$ cat src/rtl/regfile_compute_engine.sv
// Two-bank register file feeding a sequenced add/compare datapath.
// Bank A is W bits wide and bank B is 2W bits wide. A start request runs
// either one operation (single mode) or a run of consecutive entries whose
// results are accumulated (sweep mode).
module regfile_compute_engine #(
    parameter int W    = 4,
    parameter int AW_A = 3,
    parameter int AW_B = 4
) (
    input  logic                clk,
    input  logic                rst,
    input  logic                wr_a_en,
    input  logic [AW_A-1:0]     wr_a_addr,
    input  logic [W-1:0]        wr_a_data,
    input  logic                wr_b_en,
    input  logic [AW_B-1:0]     wr_b_addr,
    input  logic [2*W-1:0]      wr_b_data,
    input  logic [AW_A-1:0]     rd_a1_addr,
    input  logic [AW_A-1:0]     rd_a2_addr,
    input  logic [AW_B-1:0]     rd_b_addr,
    input  logic                mode,
    input  logic [AW_A:0]       count,
    input  logic                start,
    output logic                busy,
    output logic                out_valid,
    output logic [W-1:0]        out1,
    output logic [W-1:0]        out2,
    output logic                out_ovf
);

    localparam int unsigned DepthA = 2 ** AW_A;
    localparam int unsigned DepthB = 2 ** AW_B;
    localparam logic [W-1:0] MaxVal = '1;

    typedef enum logic [1:0] {
        IDLE,
        LOAD,
        EXEC,
        DONE
    } stateT;

    stateT state;
    stateT nextState;

    logic [W-1:0]     bankA [DepthA];
    logic [2*W-1:0]   bankB [DepthB];

    logic [AW_A-1:0]  ptrA1;
    logic [AW_A-1:0]  ptrA2;
    logic [AW_B-1:0]  ptrB;
    logic             sweepMode;
    logic [AW_A:0]    remaining;

    logic [W-1:0]     opA1;
    logic [W-1:0]     opA2;
    logic [2*W-1:0]   opB;

    logic [W-1:0]     acc;
    logic [W-1:0]     hits;
    logic             ovfAcc;

    logic [W:0]       sum;
    logic             cmp;
    logic [W+1:0]     accSum;
    logic             accSat;
    logic [W:0]       hitsSum;
    logic             hitsSat;
    logic             lastIter;

    // Arithmetic on the registered operands plus saturating accumulator updates
    always_comb begin
        sum      = {1'b0, opA1} + {1'b0, opB[2*W-1:W]};
        cmp      = opA2 > opB[W-1:0];
        accSum   = {2'b00, acc} + {1'b0, sum};
        accSat   = |accSum[W+1:W];
        hitsSum  = {1'b0, hits} + {{W{1'b0}}, cmp};
        hitsSat  = hitsSum[W];
        lastIter = remaining == {{AW_A{1'b0}}, 1'b1};
    end

    assign busy = state != IDLE;

    // State register
    always_ff @(posedge clk or negedge rst) begin
        if (!rst) begin
            state <= IDLE;
        end else begin
            state <= nextState;
        end
    end

    // Next-state sequencing
    always_comb begin
        nextState = state;
        unique case (state)
            IDLE: if (start) nextState = LOAD;
            LOAD: nextState = EXEC;
            EXEC: nextState = (!sweepMode || lastIter) ? DONE : LOAD;
            DONE: nextState = IDLE;
            default: nextState = IDLE;
        endcase
    end

    // Bank writes, operand fetch, accumulation and output registers.
    // Single mode reuses acc/hits/ovfAcc to carry its result into DONE, so
    // DONE copies the same registers to the outputs in both modes.
    always_ff @(posedge clk or negedge rst) begin
        if (!rst) begin
            for (int unsigned i = 0; i < DepthA; i++) bankA[i] <= '0;
            for (int unsigned i = 0; i < DepthB; i++) bankB[i] <= '0;
            ptrA1     <= '0;
            ptrA2     <= '0;
            ptrB      <= '0;
            sweepMode <= 1'b0;
            remaining <= '0;
            opA1      <= '0;
            opA2      <= '0;
            opB       <= '0;
            acc       <= '0;
            hits      <= '0;
            ovfAcc    <= 1'b0;
            out1      <= '0;
            out2      <= '0;
            out_ovf   <= 1'b0;
            out_valid <= 1'b0;
        end else begin
            if (wr_a_en) bankA[wr_a_addr] <= wr_a_data;
            if (wr_b_en) bankB[wr_b_addr] <= wr_b_data;

            out_valid <= state == DONE;

            unique case (state)
                IDLE: begin
                    if (start) begin
                        ptrA1     <= rd_a1_addr;
                        ptrA2     <= rd_a2_addr;
                        ptrB      <= rd_b_addr;
                        sweepMode <= mode;
                        remaining <= (count == '0) ? {{AW_A{1'b0}}, 1'b1} : count;
                        acc       <= '0;
                        hits      <= '0;
                        ovfAcc    <= 1'b0;
                    end
                end
                LOAD: begin
                    opA1 <= bankA[ptrA1];
                    opA2 <= bankA[ptrA2];
                    opB  <= bankB[ptrB];
                end
                EXEC: begin
                    if (sweepMode) begin
                        acc       <= accSat ? MaxVal : accSum[W-1:0];
                        hits      <= hitsSat ? MaxVal : hitsSum[W-1:0];
                        ovfAcc    <= ovfAcc | sum[W] | accSat | hitsSat;
                        ptrA1     <= ptrA1 + 1'b1;
                        ptrA2     <= ptrA2 + 1'b1;
                        ptrB      <= ptrB + 1'b1;
                        remaining <= remaining - 1'b1;
                    end else begin
                        acc    <= sum[W] ? MaxVal : sum[W-1:0];
                        hits   <= cmp ? opA2 : opB[W-1:0];
                        ovfAcc <= sum[W];
                    end
                end
                DONE: begin
                    out1    <= acc;
                    out2    <= hits;
                    out_ovf <= ovfAcc;
                end
                default: ;
            endcase
        end
    end

endmodule

$ cat config.mk
export PLATFORM = sky130hd
export DESIGN_NAME = regfile_compute_engine
export DESIGN_NICKNAME = d
export VERILOG_FILES = /design/src/rtl/regfile_compute_engine.sv
export SDC_FILE = /design/constraint.sdc
export NUM_CORES = 1
export LEC_CHECK = 0
export ABC_AREA = 1
export CORE_MARGIN = 8
export CORE_UTILIZATION = 55
export CTS_CLUSTER_SIZE = 28
export DETAILED_ROUTE_END_ITERATION = 10
export MAX_ROUTING_LAYER = met4
export PLACE_DENSITY = 0.77
export RECOVER_POWER = 25
export REMOVE_ABC_BUFFERS = 1
export SLEW_MARGIN = 20
export SYNTH_ARGS = -nofsm -noshare
export SYNTH_HDL_FRONTEND = slang
export SYNTH_SLANG_ARGS = --single-unit
export TNS_END_PERCENT = 100
$ cat constraint.sdc
create_clock -name clk -period 2.13 [get_ports clk]
set_clock_uncertainty 0.2 [all_clocks]
set_input_delay 0.5325 -clock clk [delete_from_list [all_inputs] [get_ports clk]]
set_output_delay 0.5325 -clock clk [all_outputs]
set_load 0.05 [all_outputs]
==> metrics, run 1 <==
status=finished with violations; failing checks=setup timing; Area Overhead vs Synth=21.57%; final antenna diode count=0; Clock power frac=0.230; area of the die=0.02358 sq mm; CP Max Fanout=4; Final GP Congestion=0.8990; most frequent cells after synthesis=nand2_1, dfrtp_1, o21ai_0; Syn Std Cell Area=0.01040 sq mm; WHS=281.0 ps; pwr/cell area=1474 mW/mm^2; Slew HR=0.1146; num rows=50; Vias=9259; final count of pins violating max slew=0; WL/cell=16.79 um; kind of critical path=reg -> reg; grt total ovfl=0; Internal=11.05 mW; RSZ-0062 raised after global routing=true; Seq/Total Area, Yosys=0.5099; die height=153.5 um; yosys warns=0; Max Freq=396.0 MHz; Post-synth EDFFs=0; Clock transition at path regs=60 ps; largest net degree at the start of global routing=64; Post-Route WL=around 27000 um; Finished Cell Area=0.01265 sq mm; Post-synth top flop=dfrtp_1; register bit total from synthesis=approximately 210; Die W=between 150 and 200 um; final period utilization=1.186; fillcell total=1497; first-pass GRT wire length=44730 um; ys async rst share=1.000; setup TNS=-2088 ps; worst-margin pin slew=1328 ps; number of global-route vias before repair=8888; post-synth cell types=35; CP endpoint kind=register; Worst Path Arrival=2720 ps; HP Class=reg -> reg; Top-Level Pins=50; Initial Util=0.5581; Final Critical Period=2526 ps; CTS tree=built; placed inst area=0.01152 sq mm; Synth top area share=0.5099; DR iter-0 viols=800; cells after synthesis=~1.3k; Peak VDD IR=approximately 0.68 mV; DRC viols=0; Sw Share=0.4070; startpoint types=register; final setup fails=9; Core Util, Final=0.6785; ranking of synthesized cells by area=dfrtp_1, nand2_1, o21ai_0; FF-to-FF setup slack=-400 ps; combinational share of power=0.450; # port buffers=49; overall power=18.64 mW; layout cells sized above 1=0.1433; P_leak=6.069 nW; count leader, synth=nand2_1; clk_lat worst skew=510 ps; Pre-antenna DRT Iters=5; Mean Syn Cell Area=between 7 and 8 sq um; Max-Cap Viols=0; dpl hpwl=around 18000 um; final hold vios=0; area of the multi-input gates=0.004676 sq mm; total CTS buffers=22; final setup margin=-395.5 ps; FF+latch area=0.005306 sq mm; via-per-instance ratio=5.656; Critical Path RT=2330 ps; initial antenna violation count=0; clk sink count=212; post-route ant nets=0; clock root buffer=clkbuf_16; Nets=1447; # H-tree levels=1; Core Area=0.01864 sq mm; Reg power frac=0.320; CTS max path bufs=3; GRT Total Usage=0.2332; largest area contributor in the netlist=dfrtp_1; Sw Pwr=7.587 mW
-- metrics by stage --
stage | std cells | worst slack (ps)
after CTS | 1630 | -269.6
after global routing | 1637 | -488.3
after global placement | 1583 | -318.0
final | 1637 | -395.5
after floorplan | 1237 | -1072
after detailed placement | 1583 | -463.8
-- worst max-delay path, cell delays in order (launching register included) --
cell	delay (ps)
dfrtp_1	360
ha_2	200
inv_2	40
fa_2	390
xnor2_4	210
ha_4	250
nand2_2	80
nor2_4	50
buf_4	130
o21bai_1	200
nand3_1	120
o21ai_1	140
nand2_1	60
-- cells in the final DEF (no fill, tap or decap), types with 3 or more instances in the layout --
cell             instances
a21oi_1                 56
a21oi_2                  5
a22oi_1                  4
a31oi_1                  5
buf_12                  14
buf_4                   71
bufinv_16                5
clkbuf_1                 4
clkbuf_16               23
clkdlybuf4s50_1         37
clkinv_1                 4
clkinv_2                 6
dfrtp_1                211
ha_1                    10
ha_4                     8
inv_1                   77
inv_2                   14
nand2_1                383
nand2_2                 21
nand2_4                  3
nand3_1                 53
nand3_2                  6
nor2_1                  74
nor2_2                   3
nor2_4                   5
nor3_4                   5
o211ai_1                19
o21ai_0                177
o21ai_1                 62
o22ai_1                 17
-- power groups by stage --
stage	Sequential [mW]	Combinational (mW)	Clock (mW)
6_report	5.97	8.39	4.28
3_5_place_dp	5.95	7.20	0
4_1_cts	5.91	7.79	4.33
2_1_floorplan	6.24	4.21	0
3_3_place_gp	5.90	7.00	0
5_1_grt	6.08	9.26	4.50
-- registers in the layout (all words and copies together), names as in the netlist --
register / count
acc: 4
bankA: 32
bankB: 128
hits: 4
opA1: 4
opA2: 4
opB: 8
out1: 4
out2: 4
out_ovf: 1
out_valid: 1
ovfAcc: 1
ptrA1: 3
ptrA2: 3
ptrB: 4
remaining: 4
state: 2
sweepMode: 1
-- timing repair --
action | 4_1_cts | 5_1_grt
endpoints found under the hold margin | 61 | 0
hold buffers | 1 | 0
buffers inserted | 6 | 8
gates cloned | 0 | 0
gates resized for setup | 29 | 26
endpoints found under the setup margin | 8 | 9
pin swaps | 15 | 14
-- layout make-up --
class | instances | share of cell area
Clock buffer | 27 | 0.04827
Clock inverter | 13 | 0.01543
Inverter | 95 | 0.02819
Multi-Input combinational cell | 930 | 0.3696
Sequential cell | 212 | 0.4195
Tap cell | 234 | 0.02315
Timing Repair Buffer | 126 | 0.09585
-- worst paths after layout --
| kind | endpoint | from | cells after the start |
|---|---|---|---|
| worst min-delay path | out2[2] | out2[2] | 2 |
| max in group asynchronous | bankA[31] | rst | 3 |
| min in group asynchronous | state[0] | rst | 2 |
| worst max-delay path | acc[3] | opA1[0] | 12 |
| worst max register to register | acc[3] | opA1[0] | 12 |
| worst min register to register | out2[2] | out2[2] | 2 |
-- kinds of logic (layout without fill, tap and decap cells) --
| kind of cell | after synthesis | count (layout) | synth area share |
|---|---|---|---|
| flops | 212 | 212 | 0.5099 |
| compound gates | 348 | 348 | 0.1774 |
| simple gates | 558 | 558 | 0.2215 |
| fa+ha+maj | 21 | 21 | 0.02670 |
| xor+xnor | 3 | 3 | 0.002526 |
| buf+inv | 159 | 261 | 0.06205 |
-- routing by layer --
| layer | up-vias | track usage | share of wire |
|---|---|---|---|
| met5 | - | - | 0 |
| met2 | 348 | 0.3692 | 0.48 |
| met1 | 4393 | 0.3019 | 0.42 |
| met3 | 67 | 0.03672 | 0.068 |
| li1 | 4451 | - | - |
| met4 | 0 | 0.08119 | 0.032 |
(Power assumes the default switching activity.)
==> run 2, diff against run 1 <==
--- a/config.mk
+++ b/config.mk
@@ -11,10 +11,9 @@
 export CTS_CLUSTER_SIZE = 28
 export DETAILED_ROUTE_END_ITERATION = 10
 export MAX_ROUTING_LAYER = met4
-export PLACE_DENSITY = 0.77
+export PLACE_DENSITY_LB_ADDON = 0.1
 export RECOVER_POWER = 25
 export REMOVE_ABC_BUFFERS = 1
-export SLEW_MARGIN = 20
 export SYNTH_ARGS = -nofsm -noshare
 export SYNTH_HDL_FRONTEND = slang
 export SYNTH_SLANG_ARGS = --single-unit
==> run 2 against run 1 <==
Against the previous run: the flow still finishes with violations (setup timing); flip-flop and latch count unchanged; non-clock buffer count is 8 lower; sequential power about the same; fmax rose by 1.2%; routed wire length is 1.7% lower; die area unchanged; highest routed layer unchanged; via count shrank 2.0%; first-iteration DRC count is 9.0% lower; core utilization fell by 0.52 points; final area decreased by 0.76%; global-route usage rose by 0.10 points; largest cell class unchanged.
==> metrics, run 2 (same netlist as run 1, synthesis figures left out) <==
DRC viols=0 (unchanged); kind of critical path=reg -> reg; CP bufs+invs=2 (unchanged); GRT Total Usage=0.2342 (+0.001016); CP Max Fanout=4 (unchanged); clk sink count=212 (unchanged); final antenna diode count=0 (unchanged); routed wl met3=1303 um (-31%); worst-margin pin slew=1158 ps (-169.9 ps); Place WS=-388.3 ps (+75.51 ps); Final GP Congestion=0.8634 (-4.0%); number of global-route vias before repair=8888 (unchanged); largest net degree at the start of global routing=57 (-11%); Post-Route M1 WL=11960 um (+2.5%); Max Freq=400.9 MHz (+1.2%); Slowest-stage cell, CP=fa_2; clk_lat worst skew=510 ps (about the same); clock root buffer=clkbuf_16; first-pass GRT wire length=44740 um (about the same); dpl hpwl=17670 um (+0.46%); final count of pins violating max slew=0 (unchanged); area of the die=0.02358 sq mm (unchanged); Post-Route WL=27000 um (-1.7%); top flop regs=bankB (128), bankA (32), opB (8); most frequent cells in the layout=nand2_1, dfrtp_1, o21ai_0; Clock transition at path regs=60 ps (about the same); highest routed layer=met4; num rows=50 (unchanged); P_leak=6.028 nW (-0.67%); HP Class=reg -> reg; largest reg by FF count=bankB; CTS tree=built; Top-Level Pins=50 (unchanged); WL/cell=16.57 um (-1.3%); critical path's largest stage delay=380 ps (about the same); final setup fails=8 (-1); layout cells sized above 1=0.1340 (-0.009310); CTS max path bufs=3 (unchanged); post-route ant nets=0 (unchanged); Core Area=0.01864 sq mm (unchanged); final hold vios=0 (unchanged); Slew HR=0.2279 (+0.1133); Critical Path RT=2330 ps (about the same); # port buffers=49 (unchanged); DR iter-0 viols=728 (-9.0%); Pre-antenna DRT Iters=5 (unchanged); Final Instance Count excl. Fillers=1630 (-0.43%); RSZ-0062 raised after global routing=true; initial antenna violation count=0 (unchanged); failing checks=setup timing; grt total ovfl=0 (unchanged); met2 routed WL=13020 um (-0.31%); startpoint types=register; max reg flops=128 (unchanged); Max-Cap Viols=0 (unchanged); crit-path cells=ha_2, inv_2, fa_2, xnor2_2, ha_4, nand2_2, nor2_4, buf_4, o21bai_1, nand3_1, o21ai_1, nand2_1; total CTS buffers=23 (+4.5%); pwr/cell area=1443 mW/mm^2 (-2.1%); via-per-instance ratio=5.565 (-1.6%); Worst Path Arrival=2690 ps (-30 ps); final period utilization=1.171 (-0.01455); final setup margin=-364.5 ps (+31.00 ps); CP endpoint kind=register; Initial Util=0.5581 (unchanged); Vias=9071 (-2.0%); # H-tree levels=1 (unchanged); Nets=1440 (-0.48%); critical path's top delay family=adder cells; Final Critical Period=2495 ps (-30.99 ps); Post-Place Cells=1582 (-0.063%); status=finished with violations; die height=153.5 um (unchanged); Area Overhead vs Synth=20.65%; Die W=153.5 um (unchanged); commonest non-fill, non-tap cell in the layout=nand2_1; Peak VDD IR=0.7119 mV (+4.6%)
## run 2: cell count changes in the layout (fill, tap and decap cells not counted), sizes merged
cell and delta:
clkinv -2, clkinvlp -2, bufinv -2, buf -8
inv +1, clkbuf +6
## run 2: what timing repair did
item,4_1_cts,5_1_grt
hold buffers,1,0
hold endpoints to repair,38,0
pin swaps,6,14
resized for setup,21,27
setup endpoints to repair,9,9
setup buffers,3,3
## run 2: layer usage
metal,vias up,track usage
met3,52,0.03055
met2,251,0.3789
met4,0,0.07746
met5,-,-
li1,4443,-
met1,4325,0.3022
## run 2: final timing paths
check	start	end	slack (ps)	cells past startpoint
max in group asynchronous	rst	bankB[119]	210	3
worst min register to register	out2[0]	out2[0]	280	2
worst max register to register	opB[4]	acc[3]	-360	12
worst max-delay path	opB[4]	acc[3]	-360	12
worst min-delay path	out2[0]	out2[0]	280	2
min in group asynchronous	rst	out_valid	590	2
## run 2: layout make-up
class,count,area [sq um]
Fill cell,1547,6090
Sequential cell,212,5306
Multi-Input combinational cell,930,4634
Timing Repair Buffer,118,1181
Clock buffer,33,663.1
Inverter,95,356.6
Tap cell,234,292.8
Clock inverter,8,118.9
## run 2: tightest hold or removal path, delay by kind of cell (launching register included)
kind / cells / cell delay, ps
flip-flops: 1 / 340
AND/OR/NAND/NOR: 2 / 100
## run 2: metrics by stage
step           hold slack, ps  instance area (sq um)  power, mW  TNS, ps  utilization
3_5_place_dp            266.6                  11580      13.06    -8828       0.6211
5_1_grt                 299.6                  12550      19.41    -3163       0.6734
3_3_place_gp            261.5                  11580      12.88    -5850       0.6211
4_1_cts                 282.7                  12470      17.58    -1822       0.6689
2_1_floorplan           36.91                  10120      10.46   -11730            -
6_report                280.0                  12550      18.11    -1876       0.6734
## run 2: where the power goes
group          switching (mW)  internal, mW
Sequential              0.846          5.12
Clock                    1.62          2.52
Combinational            4.89          3.12
==> run 3, diff against run 2 <==
--- a/config.mk
+++ b/config.mk
@@ -6,7 +6,7 @@
 export NUM_CORES = 1
 export LEC_CHECK = 0
 export ABC_AREA = 1
-export CORE_MARGIN = 8
+export CORE_MARGIN = 4
 export CORE_UTILIZATION = 55
 export CTS_CLUSTER_SIZE = 28
 export DETAILED_ROUTE_END_ITERATION = 10
==> run 3 against run 2 <==
Against the previous run: the run still ends with setup timing left; clock power decreased by 5%; worst hold slack about the same; critical endpoint is now acc[0]; die area decreased by 10%; critical path depth increased by 3; sequential share of layout area decreased by 0.22 points; routed wire length decreased by 0.74%; total power decreased by 0.20%.
==> metrics, run 3 (same netlist as run 1, synthesis figures left out) <==
status=finished with violations; failing checks=setup timing; Critical Path RT=2330 ps (about the same); kind of critical path=reg -> reg; total CTS buffers=23 (unchanged); initial antenna violation count=0 (unchanged); area of the die=0.02118 sq mm (-10%); Final Instance Count excl. Fillers=1638 (+0.49%); die height=145.5 um (-5.2%); combinational share of power=0.453 (+0.011); Die W=145.5 um (-5.2%); max reg flops=128 (unchanged); post-route ant nets=0 (unchanged); setup TNS=-1926 ps (-49.85 ps); via-per-instance ratio=5.549 (-0.28%); worst-margin pin slew=1093 ps (-65.04 ps); grt total ovfl=0 (unchanged); Peak VDD IR=0.7035 mV (-1.2%); GRT Total Usage=0.2578 (+0.02359); fillcell total=1529 (-1.2%); RSZ-0062 raised after global routing=true; clock root buffer=clkbuf_16; CP Max Fanout=4 (unchanged); final setup fails=8 (unchanged); most frequent cells in the layout=nand2_1, dfrtp_1, o21ai_0; commonest non-fill, non-tap cell in the layout=nand2_1; Reg power frac=0.328 (about the same); Finished Cell Area=0.01262 sq mm (+0.52%); Core Area=0.01864 sq mm (unchanged); Max Freq=402.1 MHz (+0.30%); pwr/cell area=1432 mW/mm^2 (-0.71%); WHS=280.4 ps (+0.3180 ps); Sw Share=0.4092 (+0.003083); Internal=10.68 mW (-0.72%); Top-Level Pins=50 (unchanged); CP endpoint kind=register; Post-Place Cells=1590 (+0.51%); Clock transition at path regs=60 ps (about the same); number of global-route vias before repair=8736 (-1.7%); Worst Path Arrival=2690 ps (about the same); Post-Route WL=26800 um (-0.74%); HP Class=reg -> reg; top flop regs=bankB (128), bankA (32), opB (8); Pre-antenna DRT Iters=5 (unchanged); Area Overhead vs Synth=21.27%; final hold vios=0 (unchanged); Final GP Congestion=0.8664 (+0.35%); final count of pins violating max slew=0 (unchanged); P_leak=6.048 nW (+0.33%); Slew HR=0.2712 (+0.04336); final setup margin=-357.1 ps (+7.472 ps); DRC viols=0 (unchanged); startpoint types=register; Nets=1448 (+0.56%); Sw Pwr=7.397 mW (+0.56%); placed inst area=0.01163 sq mm (+0.41%); Max-Cap Viols=0 (unchanged); DR iter-0 viols=769 (+5.6%); largest net degree at the start of global routing=59 (+3.5%); # H-tree levels=1 (unchanged); CTS tree=built; layout cells sized above 1=0.1410 (+0.007071); CTS max path bufs=3 (unchanged); dpl hpwl=17460 um (-1.1%); Initial Util=0.5581 (unchanged); FF-to-FF setup slack=-360 ps (about the same); clk_lat worst skew=510 ps (about the same); Clock power frac=0.218 (-0.011); num rows=50 (unchanged); clk sink count=212 (unchanged); first-pass GRT wire length=44350 um (-0.88%); Place WS=-455.8 ps (-67.49 ps); Vias=9090 (+0.21%); Core Util, Final=0.6768 (+0.003490); overall power=18.08 mW (-0.20%); final antenna diode count=0 (unchanged); final period utilization=1.168 (-0.003508); largest reg by FF count=bankB; # port buffers=49 (unchanged); Final Critical Period=2487 ps (-7.472 ps); WL/cell=16.36 um (-1.2%)
run 3: cell count changes in the layout (fill, tap and decap cells not counted), sizes merged:
cell	change
clkinv	+1
buf	+8
clkbuf	+1
inv	-1
bufinv	-1
run 3: what timing repair did:
action                                  in CTS  in global routing
hold buffers                                 1                  0
pin swaps                                   11                 17
resized for setup                           21                 39
endpoints found under the hold margin       35                  0
buffers inserted                             2                  4
endpoints found under the setup margin       9                  9
run 3: final cells by class:
type                    count  area [sq um]  area share
clock inverters             7         85.08    0.006743
well taps                 234         292.8     0.02320
multi-input cells         930          4696      0.3721
repair buffers            126          1225     0.09707
clock buffers              34         656.9     0.05206
inverters                  95         356.6     0.02826
flip-flops and latches    212          5306      0.4205
run 3: routing by layer:
layer  part of all wire  GRT usage
met4              0.022    0.06790
met3              0.060    0.03924
met5                  0          -
met2               0.47     0.4122
met1               0.44     0.3487
run 3: worst paths after layout:
| kind | startpoint | endpoint | depth (start not counted) |
|---|---|---|---|
| min in group asynchronous | rst | out2[2] | 2 |
| max | opB[4] | acc[0] | 15 |
| min | out2[0] | out2[0] | 2 |
| max reg2reg | opB[4] | acc[0] | 15 |
| max in group asynchronous | rst | bankA[11] | 3 |
| min reg2reg | out2[0] | out2[0] | 2 |
run 3: worst max-delay path, stage by stage (launching register included):
cell	delay (ps)
dfrtp_1	360
ha_2	200
inv_2	40
fa_2	360
xnor2_2	270
ha_4	270
nand2_4	70
nand2_4	50
nor2_4	130
nand2_2	70
nand3_2	70
nand2_2	70
inv_2	70
nand2_1	60
nand2_1	60
nand2_1	40
run 3: power groups by stage:
stage / clock network, mW / logic (mW) / registers, mW
global route: 4.22 / 9.13 / 6.07
floorplan: 0 / 4.21 / 6.24
detailed placement: 0 / 7.17 / 5.92
CTS: 4.02 / 7.48 / 5.88
finish: 3.95 / 8.20 / 5.93
global placement: 0 / 7.02 / 5.89
